## src/rtl/nmea_field_extract.sv

```systemverilog
// nmea_field_extract
//   Watches the UART byte stream for one NMEA sentence type (SENT_ID) and
//   captures field FIELD_IDX into a shadow buffer. The field is published to
//   field_data/field_len with a one-cycle field_valid pulse only after the
//   two-digit XOR checksum checks out. Rejected sentences give an err pulse
//   plus a held err_code.
//   FIELD_IDX must be >= 1; field 0 is the sentence ID and is never captured.
//
// Ports
//   clk, rst_n   clock, asynchronous active-low reset
//   op_flag      op_data valid strobe, one cycle per byte
//   op_data      received ASCII byte
//   field_data   captured field, first char in MS byte, unused bytes 8'h00
//   field_len    number of valid bytes in field_data
//   field_valid  one-cycle pulse, field_data/field_len updated this cycle
//   err          one-cycle pulse, sentence rejected
//   err_code     1 checksum, 2 non-hex, 3 overflow, 4 too long,
//                5 field missing, 6 status not 'A' (held until next err)
//
// Build option
//   NMEA_STATUS_GATE_EN  when defined, a valid sentence is only published if
//                        the first char of field STATUS_IDX is 'A'.
module nmea_field_extract #(
    parameter logic [39:0] SENT_ID    = 40'h474E524D43,
    parameter int          FIELD_IDX  = 1,
    parameter int          FIELD_MAX  = 10,
    parameter int          MAX_LEN    = 82,
    parameter int          STATUS_IDX = 2
) (
    input  logic                   clk,
    input  logic                   rst_n,
    input  logic                   op_flag,
    input  logic [7:0]             op_data,
    output logic [8*FIELD_MAX-1:0] field_data,
    output logic [5:0]             field_len,
    output logic                   field_valid,
    output logic                   err,
    output logic [2:0]             err_code
);
    if (FIELD_MAX < 1 || FIELD_MAX > 32 || FIELD_IDX < 1 || MAX_LEN < 6 ||
        MAX_LEN > 254 || STATUS_IDX < 1) begin : g_bad_params
        $error("nmea_field_extract: parameter out of range");
    end

    localparam logic [7:0] FIELD_IDX_C = 8'(FIELD_IDX);
    localparam logic [5:0] FIELD_MAX_C = 6'(FIELD_MAX);
    localparam logic [7:0] MAX_LEN_C   = 8'(MAX_LEN);
    localparam logic [7:0] CH_DOLLAR   = 8'h24;
    localparam logic [7:0] CH_COMMA    = 8'h2C;
    localparam logic [7:0] CH_STAR     = 8'h2A;

    typedef enum logic [2:0] {IDLE, HDR, BODY, CHK_HI, CHK_LO} state_t;

    state_t                 state_q, state_d;
    logic [7:0]             xor_q, xor_d;
    logic [7:0]             byte_cnt_q, byte_cnt_d;
    logic [2:0]             hdr_cnt_q, hdr_cnt_d;
    logic [7:0]             field_cnt_q, field_cnt_d;
    logic [8*FIELD_MAX-1:0] shadow_q, shadow_d;
    logic [5:0]             shadow_len_q, shadow_len_d;
    logic [3:0]             chk_hi_q, chk_hi_d;
    logic [8*FIELD_MAX-1:0] field_data_q, field_data_d;
    logic [5:0]             field_len_q, field_len_d;
    logic                   field_valid_q, field_valid_d;
    logic                   err_q, err_d;
    logic [2:0]             err_code_q, err_code_d;
`ifdef NMEA_STATUS_GATE_EN
    localparam logic [7:0] STATUS_IDX_C = 8'(STATUS_IDX);
    localparam logic [7:0] CH_A         = 8'h41;
    logic [7:0]             status_q, status_d;
    logic                   status_got_q, status_got_d;
`endif

    // {valid, nibble}; letters map via low nibble + 9 ('A'/'a' -> 10).
    function automatic logic [4:0] hex_decode(input logic [7:0] c);
        if (c >= 8'h30 && c <= 8'h39) return {1'b1, c[3:0]};
        if ((c >= 8'h41 && c <= 8'h46) || (c >= 8'h61 && c <= 8'h66))
            return {1'b1, c[3:0] + 4'd9};
        return 5'd0;
    endfunction

    logic [39:0] id_shift;
    logic [4:0]  hex_res;

    // NOTE: every variable written here gets a default first, so no path
    // leaves one unassigned and no latch is inferred.
    always_comb begin
        state_d       = state_q;
        xor_d         = xor_q;
        byte_cnt_d    = byte_cnt_q;
        hdr_cnt_d     = hdr_cnt_q;
        field_cnt_d   = field_cnt_q;
        shadow_d      = shadow_q;
        shadow_len_d  = shadow_len_q;
        chk_hi_d      = chk_hi_q;
        field_data_d  = field_data_q;
        field_len_d   = field_len_q;
        field_valid_d = 1'b0;
        err_d         = 1'b0;
        err_code_d    = err_code_q;
`ifdef NMEA_STATUS_GATE_EN
        status_d      = status_q;
        status_got_d  = status_got_q;
`endif
        // Expected header char for the current header position.
        id_shift = SENT_ID << {hdr_cnt_q, 3'b000};
        hex_res  = hex_decode(op_data);

        if (op_flag) begin
            if (op_data == CH_DOLLAR) begin
                // A new '$' silently aborts whatever sentence was in flight.
                state_d      = HDR;
                xor_d        = 8'd0;
                byte_cnt_d   = 8'd0;
                hdr_cnt_d    = 3'd0;
                field_cnt_d  = 8'd0;
                shadow_d     = '0;
                shadow_len_d = 6'd0;
`ifdef NMEA_STATUS_GATE_EN
                status_d     = 8'd0;
                status_got_d = 1'b0;
`endif
            end else if (state_q != IDLE) begin
                byte_cnt_d = byte_cnt_q + 8'd1;
                if (state_q != HDR && byte_cnt_q >= MAX_LEN_C) begin
                    err_d      = 1'b1;
                    err_code_d = 3'd4;
                    state_d    = IDLE;
                end else begin
                    case (state_q)
                        HDR: begin
                            xor_d = xor_q ^ op_data;
                            if (hdr_cnt_q == 3'd5) begin
                                if (op_data == CH_COMMA) begin
                                    state_d     = BODY;
                                    field_cnt_d = 8'd1;
                                end else begin
                                    state_d = IDLE;
                                end
                            end else if (op_data != id_shift[39:32]) begin
                                state_d = IDLE;
                            end else begin
                                hdr_cnt_d = hdr_cnt_q + 3'd1;
                            end
                        end
                        BODY: begin
                            if (op_data == CH_STAR) begin
                                if (field_cnt_q < FIELD_IDX_C) begin
                                    err_d      = 1'b1;
                                    err_code_d = 3'd5;
                                    state_d    = IDLE;
                                end else begin
                                    state_d = CHK_HI;
                                end
                            end else begin
                                xor_d = xor_q ^ op_data;
                                if (op_data == CH_COMMA) begin
                                    field_cnt_d = field_cnt_q + 8'd1;
                                end else begin
`ifdef NMEA_STATUS_GATE_EN
                                    if (field_cnt_q == STATUS_IDX_C && !status_got_q) begin
                                        status_d     = op_data;
                                        status_got_d = 1'b1;
                                    end
`endif
                                    if (field_cnt_q == FIELD_IDX_C) begin
                                        if (shadow_len_q >= FIELD_MAX_C) begin
                                            err_d      = 1'b1;
                                            err_code_d = 3'd3;
                                            state_d    = IDLE;
                                        end else begin
                                            for (int i = 0; i < FIELD_MAX; i++)
                                                if (shadow_len_q == 6'(i))
                                                    shadow_d[8*(FIELD_MAX-1-i) +: 8] = op_data;
                                            shadow_len_d = shadow_len_q + 6'd1;
                                        end
                                    end
                                end
                            end
                        end
                        CHK_HI: begin
                            if (hex_res[4]) begin
                                chk_hi_d = hex_res[3:0];
                                state_d  = CHK_LO;
                            end else begin
                                err_d      = 1'b1;
                                err_code_d = 3'd2;
                                state_d    = IDLE;
                            end
                        end
                        CHK_LO: begin
                            state_d = IDLE;
                            if (!hex_res[4]) begin
                                err_d      = 1'b1;
                                err_code_d = 3'd2;
                            end else if ({chk_hi_q, hex_res[3:0]} != xor_q) begin
                                err_d      = 1'b1;
                                err_code_d = 3'd1;
`ifdef NMEA_STATUS_GATE_EN
                            end else if (status_q != CH_A) begin
                                err_d      = 1'b1;
                                err_code_d = 3'd6;
`endif
                            end else begin
                                // Whole field copied in one edge: never seen half-written.
                                field_data_d  = shadow_q;
                                field_len_d   = shadow_len_q;
                                field_valid_d = 1'b1;
                            end
                        end
                        default: state_d = IDLE;
                    endcase
                end
            end
        end
    end

    // NOTE: sequential state uses non-blocking assignments so every flop
    // samples its pre-edge inputs regardless of statement order.
    always_ff @(posedge clk or negedge rst_n) begin
        if (!rst_n) begin
            state_q       <= IDLE;
            xor_q         <= 8'd0;
            byte_cnt_q    <= 8'd0;
            hdr_cnt_q     <= 3'd0;
            field_cnt_q   <= 8'd0;
            // NOTE: the shadow buffer is a register array, not RAM, so it can
            // and must be cleared by reset like every other flop.
            shadow_q      <= '0;
            shadow_len_q  <= 6'd0;
            chk_hi_q      <= 4'd0;
            field_data_q  <= '0;
            field_len_q   <= 6'd0;
            field_valid_q <= 1'b0;
            err_q         <= 1'b0;
            err_code_q    <= 3'd0;
`ifdef NMEA_STATUS_GATE_EN
            status_q      <= 8'd0;
            status_got_q  <= 1'b0;
`endif
        end else begin
            state_q       <= state_d;
            xor_q         <= xor_d;
            byte_cnt_q    <= byte_cnt_d;
            hdr_cnt_q     <= hdr_cnt_d;
            field_cnt_q   <= field_cnt_d;
            shadow_q      <= shadow_d;
            shadow_len_q  <= shadow_len_d;
            chk_hi_q      <= chk_hi_d;
            field_data_q  <= field_data_d;
            field_len_q   <= field_len_d;
            field_valid_q <= field_valid_d;
            err_q         <= err_d;
            err_code_q    <= err_code_d;
`ifdef NMEA_STATUS_GATE_EN
            status_q      <= status_d;
            status_got_q  <= status_got_d;
`endif
        end
    end

    assign field_data  = field_data_q;
    assign field_len   = field_len_q;
    assign field_valid = field_valid_q;
    assign err         = err_q;
    assign err_code    = err_code_q;
endmodule

```

## config.mk

```make
export PLATFORM = sky130hd
export DESIGN_NAME = nmea_field_extract
export DESIGN_NICKNAME = d
export VERILOG_FILES = /design/src/rtl/nmea_field_extract.sv
export SDC_FILE = /design/constraint.sdc
export NUM_CORES = 1
export LEC_CHECK = 0
export CAP_MARGIN = 10
export CORE_MARGIN = 4
export CORE_UTILIZATION = 36
export CTS_CLUSTER_SIZE = 25
export DETAILED_ROUTE_END_ITERATION = 7
export GPL_ROUTABILITY_DRIVEN = 0
export GPL_TIMING_DRIVEN = 0
export HOLD_SLACK_MARGIN = 0.12
export PLACE_DENSITY = 0.56
export SLEW_MARGIN = 20
export SYNTH_ARGS = -nofsm -noshare
export SYNTH_HDL_FRONTEND = slang
export SYNTH_SLANG_ARGS = --single-unit
```

## constraint.sdc

```tcl
create_clock -name clk -period 3.35 [get_ports clk]
set_input_delay 0.67 -clock clk [delete_from_list [all_inputs] [get_ports clk]]
set_output_delay 0.67 -clock clk [all_outputs]
set_load 0.01 [all_outputs]
```

; ---- Word-level counts from Yosys, hierarchy flattened
; Cells that the tools add are included.
; Widths: inputs -> output; s select.
[op_classes]
n_shift = 1
bitwise_logic = 4
reduce_logical = 42
order_cmp = 9
muxes = 97
n_eq_ne = 41
add_sub_neg = 5
[op_table]
columns = op, n
row1 = $mux 80, 8
row2 = $mux 8, 23
row3 = $reduce_and 9->1, 10
row4 = $mux 3, 25
row5 = $mux 6, 8
row6 = $shl 39x6->40 const A, 1
row7 = $pmux 8 s2, 2
row8 = $reduce_bool 2->1, 14
row9 = $eq 6x3->1 const B, 4
row10 = $eq 8x6->1 const B, 3
row11 = $ge 8x7->1 const B, 3
row12 = $mux 1, 22
row13 = $mux 5, 4
row14 = $ne 4x4->1 const B, 5
row15 = $ne 5x5->1 const B, 4
row16 = $pmux 3 s3, 2
row17 = $reduce_and 6->1, 3
row18 = $add 8x1->8 const B, 2
row19 = $le 8x7->1 const B, 2
row20 = $ne 8x8->1, 2
row21 = $reduce_and 8->1, 2
row22 = $ne 3x3->1 const B, 5
row23 = $eq 6x2->1 const B, 2
row24 = $eq 6x4->1 const B, 2
row25 = 27 further kinds, 41
[word_totals]
in_bits = 11
register_bits = 211
elab_cells = 221
output_inout_bits = 91

; ---- Logic depth before layout (Yosys ltp)
; Gate-level depths: netlist (run 1).
[depth]
depth_word = 15
depth_mapped = 12
depth_no_buf = 9

; ---- Worst setup path before layout (run 1)
; No wires, ideal clock.
[synth_path]
path_kind = input -> register
startpoint = input port op_data[1]
endpoint = register field_len_q[3], in the netlist field_len[3]
path_buffers = 3
required_time_ns = 3.222
arrival_time_ns = 3.415
setup_slack_ns = -0.193
stages = 12
setup_ns = 0.128
cell_sequence = clkbuf_1 -> inv_1 -> ha_1 -> or3b_1 -> and3_1 -> or3_1 -> a21oi_1 -> nand4_1 -> nor4_4 -> buf_6 -> buf_6 -> mux2_1
[synth_via]
elab_chain_len = 10
word_cells_on_any_way = 23
classes_between = add/sub (1) / order compare (6) / eq/ne (2) / mux (7) / bitwise (2) / reduce/logical (5)
[synth_lines]
columns = item, line_no
row1 = "start, declared", 33  ; input logic [7:0] op_data,
row2 = $ge 8x7->1 or $le 8x7->1 (tied branches), 77  ; if ((c >= 8'h41 && c <= 8'h46) || (c >= 8'h61 && c <= 8'h66))
row3 = $logic_and 1x1->1, 77
row4 = $logic_or 1x1->1, 77
row5 = $mux 1 (2 in series), 77
row6 = $mux 5, 79  ; return 5'd0;
row7 = $mux 5, 77
row8 = $ne 8x8->1, 196  ; end else if ({chk_hi_q, hex_res[3:0]} != xor_q) begin
row9 = $not 1->1 (no source line), -
row10 = $reduce_and 7->1 (no source line) *, -
row11 = "end signal, assigned", 251  ; field_len_q <= field_len_d;
row12 = "end, declared", 63  ; logic [5:0] field_len_q, field_len_d;
; Every way passes the cells marked *; elsewhere a longest branch is shown, timed or not. The select of a mux whose other input is x is not followed.
; A chain may end at the register's enable or synchronous reset.

; ---- Worst setup path in the final report (run 1)
[layout_path]
startpoint = input port op_data[1]
endpoint = register field_data_q[5], in the netlist field_data[5]
[layout_via]
elab_chain_len = 10
word_cells_on_any_way = 23
classes_between = add/sub (1) / order compare (6) / eq/ne (2) / mux (7) / bitwise (2) / reduce/logical (5)
[layout_lines]
columns = item, line_no
row1 = $ge 8x7->1 or $le 8x7->1 (tied branches), 77
row2 = $logic_and 1x1->1, 77
row3 = $logic_or 1x1->1, 77
row4 = $mux 1 (2 in series), 77
row5 = $mux 5, 79
row6 = $mux 5, 77
row7 = $ne 8x8->1, 196
row8 = $not 1->1 (no source line), -
row9 = $reduce_and 7->1 (no source line) *, -
row10 = "end signal, assigned", 250  ; field_data_q <= field_data_d;
row11 = "end, declared", 62  ; logic [8*FIELD_MAX-1:0] field_data_q, field_data_d;
; Marks and branches as above.

==> results.toml, run 1 <==
[logic_synthesis]
postSynthAreaPerCell_sq_um = 12.7
synthMuxAreaShare_pct = 19.2
synth_edf_count = 0
ys.flop_type = "dfrtp_1"
synth-simple-area-share_pct = 9.64
synth-xor-area-share_pct = 1.62
synth.area.top_cells = "dfrtp_1 (57%), mux2_2 (15%), mux2_1 (3.5%), ha_1 (2.6%), o21ai_0 (2.3%)"
synth_cell_types = 58
synth-seq-area-share_pct = 57.4
syn_nets = 753
yosysTopAreaCell = "dfrtp_1"
synth_top_family_by_area = "multiplexers"
async_reset_ff_share_pct = 100
synth_compound_area_share_pct = 7.34
synthCells = 723
yosysTopAreaCellShare_pct = 57.4
synthAdderAreaFrac_pct = 2.58
yosys_register_bits = 211
syn-cell-area_sq_mm = 0.00921
ys_warn_count = 0

[finish]
final_cell_mix = "dfrtp_1 (211), mux2_2 (126), clkdlybuf4s50_1 (96)"
n_antenna_cell = 0
fin_nets = 885
final_common_cell = "dfrtp_1"
drive_above_1_share_pct = 23.8
layout.cells.non_filler = 1200
area_delta_synth_final_pct = 26.7

[pwr]
p_int_mw = 4.42
p_leak_nw = 5.50
p_sw_mw = 1.29
p_comb_share_pct = 6.3
vdd_drop_max_v = 0.000296
p_per_area_mw_per_mm2 = 489
power_frac_seq_pct = 47.2
clockPowerShare_pct = 46.5
swShare_pct = 22.6
power.total_mw = 5.71

[timing]
fin_skew_ns = 0.0115
worst_pin_slew_ns = 0.996
finalMaxSlewViolations = 0
min_period_over_period_pct = 95.9
relSlewSlack_pct = 33.6
max_freq_mhz = 311
hold_violations = 0
setup_viol = 0
rsz0062_at_grt = "true"
final.min_clock_period_ns = 3.21
fin_tns_setup_ns = 0

[clock_network]
cts_buffers = 25
hold_buffers = 0
cts_tree = "done"
h-tree-depth = 1
root_buffer = "clkbuf_16"
cts_sinks = 211
clock_latency_ns = 0.51
cts_max_path_buffers = 3
cts.clk_slew.worst_paths_ns = 0.06

[placement]
io_buffers = 99
placedCellCount = 1155
dp_hpwl_mm = 14.4

[routing]
route.detailed.drc = 0
dr.pass1.iters = 4
routed_wl_mm = 21.5
antenna_left = 0
initialDrtViolationCount = 291
vias_per_cell = 4.99
via_count = 5988
routedWlPerCell_microns = 17.9

[setup_path]
cp_cell_sequence = "clkdlybuf4s15_2 -> buf_8 -> inv_2 -> ha_1 -> or3b_4 -> and3_4 -> or3_1 -> a21oi_2 -> nand4_1 -> nor4_4 -> buf_12 -> buf_12 -> buf_8 -> mux2_1"
critPathBufInv = 6
slowest_stage = "or3b_4"
end_kind = "flip-flop"
reg2reg_to = "shadow_q[48]"
worstPathMaxFanout = 10
worstPathRequired_ns = 3.74
start_kind = "input port"
cp_top_family = "simple AND/OR/NAND/NOR gates"
rr_startpoint = "byte_cnt_q[0]"
critPathArrivalTime_ns = 3.60
reg2reg_depth = 10
timing_worst_setup_path_type = "in2reg"
r2r_setup_slack_ns = 0.22
max_stage_delay_ns = 0.40

[floorplanning]
num_rows = 58
io_pins = 102
die_x_microns = 168
initial_utilization_pct = 36.6
coreArea_sq_mm = 0.0252
die_height_microns = 168
dieArea_sq_mm = 0.0282

[run_status]
status = "finished clean"

[global_route]
grt_pass1_vias = 6032
grt_pass1_wl_mm = 34.7
grt.total_usage_pct = 15.2
antenna_found_initial = 0
grt_max_degree = 82
overflow = 0

[worst_hold_path]
hp-class = "in2async"

[flow_run]
maxCapViolCount = 0
==> metrics by stage <==
stage                     util, %  setup slack, ns  cell area, sq um  hold WS, ns
final                        46.3            0.138             11700        0.151
after detailed placement     42.5            -1.22             10700        0.477
after floorplan                 -           0.0141              9230        0.374
after global routing         46.3          -0.0522             11700        0.195
after CTS                    46.1          0.00630             11600        0.164
after global placement       42.2            -7.61             10600        0.469
==> Yosys cell counts (7+ instances only) <==
library cell,count
a22o_1,16
clkbuf_1,18
nand2_1,50
nand2b_1,10
and3_1,12
o21ai_0,42
xor2_1,14
inv_1,14
nand3_1,18
ha_1,19
nor2_1,28
a21oi_1,12
buf_2,7
and2_1,10
mux2_2,126
nor2b_1,7
mux2_1,29
dfrtp_1,211
==> power by group through the flow <==
stage	clock, mW	sequential (mW)	combinational (mW)
CTS	2.73	2.69	0.369
global route	2.85	2.71	0.410
global placement	0	2.74	0.350
floorplan	0	2.74	0.167
detailed placement	0	2.74	0.365
finish	2.65	2.69	0.363
==> per-layer routing <==
metal  GRT usage [%]  wire, microns  vias up
li1                -              -     2840
met1            21.9          10300     3006
met2            24.4           9920      114
met3            2.42            884       28
met4            3.42            422        0
met5               0              0        -
==> repair_timing <==
action                                  in CTS  in global routing
gates resized for setup                     18                 18
endpoints found under the setup margin      97                171
cloned                                       0                  0
buffers inserted                             1                  2
pin swaps                                    1                  2
==> sequential cells by signal, indices dropped and copies added (netlist names) <==
name          count
field_data       80
shadow_q         80
byte_cnt_q        8
field_cnt_q       8
xor_q             8
field_len         6
shadow_len_q      6
chk_hi_q          4
err_code          3
hdr_cnt_q         3
state_q           3
err               1
field_valid       1
==> final cells by class <==
| type | count | area, sq um |
|---|---|---|
| Buffer | 32 | 224 |
| Tap cell | 330 | 413 |
| Timing Repair Buffer | 105 | 1100 |
| Multi-Input combinational cell | 466 | 3790 |
| Fill cell | 2295 | 13500 |
| Sequential cell | 211 | 5280 |
| Clock inverter | 8 | 100 |
| Clock buffer | 34 | 709 |
| Inverter | 14 | 55.1 |
==> how the worst max path moves through the flow <==
| stage | startpoint | to | slack, ns | cells after the start |
|---|---|---|---|---|
| finish | op_data[1] | field_data[5] | 0.14 | 14 |
| global route | byte_cnt_q[0] | shadow_q[28] | -0.05 | 10 |
| CTS | op_data[0] | field_data[26] | 0.006 | 13 |
| detailed placement | op_data[1] | field_data[79] | -1.22 | 13 |
| global placement | rst_n | field_data[59] | -7.61 | 1 |
| floorplan | op_data[1] | field_len[3] | 0.01 | 12 |
==> cells by family after synthesis <==
group                    count (synthesis)
AO/OA/AOI/OAI                          104
XOR/XNOR                                17
adder cells (fa/ha/maj)                 19
buffers and inverters                   46
flip-flops                             211
multiplexers                           157
AND/OR/NAND/NOR                        169
==> worst reg2reg max path: cells and delay by family (launching register included) <==
family / cells / cell delay, ns
flip-flops: 1 / 0.40
AO/OA/AOI/OAI: 3 / 0.97
AND/OR/NAND/NOR: 3 / 0.76
adder cells (fa/ha/maj): 1 / 0.19
multiplexers: 1 / 0.39
buffers and inverters: 2 / 0.31
Note: power is estimated with default switching activity, not from simulation.
==> inputs of run 2 (changes only) <==
CORE_MARGIN = unset   (was 4)
==> results.toml, run 2 (synthesis gave the netlist of run 1 again) <==
[floorplanning]
io_pins = 102
coreArea_sq_mm = 0.0251
initial_utilization_pct = 36.7
num_rows = 58
die_x_microns = 162
die_height_microns = 162
dieArea_sq_mm = 0.0262

[timing]
fin_skew_ns = 0.0269
finalMaxSlewViolations = 0
hold_violations = 0
final.min_clock_period_ns = 3.20
rsz0062_at_grt = "false"
min_period_over_period_pct = 95.5
fin_tns_setup_ns = 0
holdWs_ns = 0.477
postLayoutSetupSlackWorst_ns = 0.152
relSlewSlack_pct = 26.9
worst_pin_slew_ns = 1.09
setup_viol = 0
max_freq_mhz = 313

[clock_network]
cts_max_path_buffers = 3
clock_latency_ns = 0.53
root_buffer = "clkbuf_16"
h-tree-depth = 1
cts_buffers = 24
cts_tree = "done"
cts_sinks = 211
cts.clk_slew.worst_paths_ns = 0.06

[setup_path]
max_stage_delay_ns = 0.40
slowest_stage = "or3b_4"
worstPathMaxFanout = 10
cpMostUsedCell = "buf_12"
timing_worst_setup_path_type = "in2reg"
critPathBufInv = 6
r2r_setup_slack_ns = 0.39
reg2reg_depth = 10
cp_top_family = "simple AND/OR/NAND/NOR gates"
start_kind = "input port"
rr_startpoint = "byte_cnt_q[0]"
reg2reg_to = "shadow_q[67]"
cp_cell_sequence = "clkdlybuf4s15_1 -> buf_8 -> inv_4 -> ha_4 -> or3b_4 -> and3_4 -> or3_1 -> a21oi_2 -> nand4_1 -> nor4_4 -> buf_6 -> buf_12 -> buf_12 -> mux2_1"
worstPathRequired_ns = 3.73
critPathArrivalTime_ns = 3.58
end_kind = "flip-flop"

[finish]
area_delta_synth_final_pct = 26.9
multi_input_area_sq_mm = 0.00379
final_cell_mix = "dfrtp_1 (211), mux2_2 (126), clkdlybuf4s50_1 (96)"
final_common_cell = "dfrtp_1"
n_fill_cell = 2405
regArea_sq_mm = 0.00528
drive_above_1_share_pct = 23.6
fin_area_sq_mm = 0.0117
fin_nets = 886

[routing]
dr.pass1.iters = 4
route.detailed.drc = 0
routed_wl_mm = 20.9
routedWlPerCell_microns = 17.4
via_count = 6018
initialDrtViolationCount = 253
vias_per_cell = 4.99
antenna_left = 0

[placement]
dp_hpwl_mm = 14.0
placed_cell_area_sq_mm = 0.0107
dpl_worst_slack_ns = -1.16
io_buffers = 99

[global_route]
grt.total_usage_pct = 16.6
antenna_found_initial = 2
grt_pass1_vias = 6001
grt_pass1_wl_mm = 34.0
overflow = 0
grt_max_degree = 85

[run_status]
status = "finished clean"

[worst_hold_path]
hold_path_depth = 1
min-delay-start = "shadow_q[75]"
hp-class = "reg2reg"
min_to = "field_data[75]"

[pwr]
p_per_area_mw_per_mm2 = 489
vdd_drop_max_v = 0.000281
p_leak_nw = 5.51
power.total_mw = 5.71

[flow_run]
maxCapViolCount = 0
## run 2: timing repair
action,CTS,global route
pin swaps,2,3
resized for setup,15,20
hold buffers,1,0
buffers inserted,1,4
setup endpoints to repair,93,174
hold endpoints to repair,42,0
## run 2: worst max-delay path by stage
stage,slack (ns),cells past startpoint,end,from
floorplan,0.01,12,field_len[3],op_data[1]
global placement,-7.62,1,byte_cnt_q[0],rst_n
detailed placement,-1.16,13,field_len[1],op_data[1]
CTS,0.02,13,field_data[21],op_data[0]
global route,0.0004,14,field_len[1],op_data[0]
finish,0.15,14,field_data[74],op_data[0]
## run 2: per-layer routing
metal | share of wire, % | wire [microns] | track usage, %
met5 | 0 | 0 | 0
met3 | 4.9 | 1030 | 2.55
met2 | 46 | 9580 | 25.5
met4 | 1.6 | 341 | 3.90
met1 | 48 | 9970 | 24.4
## run 2: cell type report
class | instances | share of cell area [%]
Timing Repair Buffer | 107 | 9.39
Buffer | 32 | 1.96
Tap cell | 330 | 3.53
Inverter | 14 | 0.471
Sequential cell | 211 | 45.2
Antenna cell | 1 | 0.0214
Clock inverter | 8 | 0.889
Clock buffer | 36 | 6.13
Multi-Input combinational cell | 466 | 32.4
## run 2: power by group
part	switching [mW]	leakage, nW	internal [mW]
sequential	0.0626	2.87	2.63
clock	1.02	0.403	1.63
combinational	0.202	2.23	0.159
## run 2: per-stage QoR
stage,util [%],instances
after global routing,46.5,1204
after CTS,46.1,1200
after floorplan,-,723
final,46.5,1205
after global placement,42.3,1152
after detailed placement,42.6,1154
==> inputs of run 3 (changes only) <==
PLACE_DENSITY = 0.51   (was 0.56)
clock period = 3.4 ns   (was 3.35 ns; I/O delays follow)
==> results.toml, run 3 (synthesis gave the netlist of run 1 again) <==
[run_status]
status = "finished clean"

[setup_path]
worstPathRequired_ns = 3.78
start_kind = "input port"
rr_startpoint = "byte_cnt_q[0]"
end_kind = "flip-flop"
critPathBufInv = 6
cp-startpoint = "op_data[0]"
r2r_setup_slack_ns = 0.25
slowest_stage = "or3b_4"
timing_worst_setup_path_type = "in2reg"
cp_top_family = "simple AND/OR/NAND/NOR gates"
critPathArrivalTime_ns = 3.68
cp_cell_sequence = "dlygate4sd2_1 -> clkbuf_8 -> inv_2 -> ha_4 -> or3b_4 -> and3_2 -> or3_1 -> a21oi_2 -> nand4_1 -> nor4_4 -> buf_6 -> buf_12 -> buf_8 -> mux2_1"
max_stage_delay_ns = 0.39
worstPathMaxFanout = 10

[clock_network]
h-tree-depth = 1
cts.clk_slew.worst_paths_ns = 0.06
cts_sinks = 211
clock_latency_ns = 0.51
root_buffer = "clkbuf_16"
cts_buffers = 24
cts_tree = "done"
cts_max_path_buffers = 3

[worst_hold_path]
min-delay-start = "field_data[71]"
hp-class = "reg2reg"

[global_route]
antenna_found_initial = 0
grt_pass1_wl_mm = 34.8
grt_max_degree = 99
grt_pass1_vias = 6151
grt.total_usage_pct = 16.8
overflow = 0

[floorplanning]
dieArea_sq_mm = 0.0262
die_x_microns = 162
coreArea_sq_mm = 0.0251
io_pins = 102
die_height_microns = 162
num_rows = 58
initial_utilization_pct = 36.7

[finish]
final_common_cell = "dfrtp_1"
drive_above_1_share_pct = 23.7
area_delta_synth_final_pct = 26.7
final_cell_mix = "dfrtp_1 (211), mux2_2 (126), clkdlybuf4s50_1 (96)"
n_antenna_cell = 0
fin_nets = 883
n_fill_cell = 2332

[timing]
hold_violations = 0
holdWs_ns = 0.483
setup_viol = 0
finalMaxSlewViolations = 0
relSlewSlack_pct = 38.9
worst_pin_slew_ns = 0.917
fin_skew_ns = 0.0120
max_freq_mhz = 304
min_period_over_period_pct = 96.9
final.min_clock_period_ns = 3.29
fin_tns_setup_ns = 0

[routing]
dr.pass1.iters = 4
route.detailed.drc = 0
antenna_left = 0
initialDrtViolationCount = 324
routed_wl_mm = 21.5
routedWlPerCell_microns = 17.9
vias_per_cell = 5.06
via_count = 6066

[pwr]
p_leak_nw = 5.51
power.total_mw = 5.73
vdd_drop_max_v = 0.000261
p_per_area_mw_per_mm2 = 492

[placement]
dp_hpwl_mm = 14.9
io_buffers = 99

[flow_run]
maxCapViolCount = 0
## run 3: cell count changes in the layout (fill, tap and decap cells not counted), sizes merged
cell,previous run,this run
clkinv,5,8
dlygate4sd2,0,1
bufinv,2,4
clkdlybuf4s15,1,0
buf,19,18
clkbuf,58,50
diode,1,0
## run 3: where the power goes
part / leakage (nW) / switching, mW / total (mW) / internal [mW]
registers: 2.87 / 0.0620 / 2.66 / 2.60
logic: 2.21 / 0.205 / 0.364 / 0.159
clock network: 0.424 / 1.01 / 2.71 / 1.70
total: 5.51 / 1.28 / 5.73 / 4.46
## run 3: stage by stage
stage	setup WS [ns]	util (%)	std cells	cell area [sq um]
finish	0.105	46.5	1200	11700
global placement	-6.89	42.3	1152	10600
detailed placement	-1.08	42.6	1154	10700
global route	-0.00488	46.5	1200	11700
floorplan	0.00138	-	723	9220
CTS	0.00840	46.2	1199	11600
## run 3: path summary, 6_finish.rpt
kind                                   to  cells past startpoint
setup / recovery           field_data[75]                     14
hold / removal             field_data[71]                      1
setup reg to reg             shadow_q[20]                     10
hold reg to reg            field_data[71]                      1
max in group asynchronous    shadow_q[18]                      4
min in group asynchronous   byte_cnt_q[1]                      2
## run 3: metal layers
layer	track usage [%]	vias to the layer above	share of wire [%]	wire, microns
met5	0	-	0	0
met4	3.13	0	1.3	278
met3	2.83	23	4.1	889
met2	26.3	128	46	9850
met1	24.6	3065	49	10500
li1	-	2850	-	-
## run 3: final cells by class
cell class              count  area [sq um]  share of cell area [%]
inverters                  14          52.6                   0.450
well taps                 330           413                    3.54
multi-input cells         466          3780                    32.4
plain buffers              32           218                    1.87
flip-flops and latches    211          5280                    45.3
clock inverters            13           179                    1.53
repair buffers            104          1070                    9.20
clock buffers              30           673                    5.77
## run 3: repair_timing
action,CTS,global route
pin swaps,1,2
gates resized for setup,19,12
setup endpoints to repair,90,161
hold buffers,1,0
buffers inserted,1,1
hold endpoints to repair,27,0
## run 3: worst register-to-register path: cells and delay by family, from the launching register on
family                     cells  cell delay (ns)
adders and majority gates      1             0.20
DFF                            1             0.40
and+or+nand+nor                3             0.74
buffers and inverters          2             0.32
AOI/OAI and AO/OA              3             1.01
muxes                          1             0.38
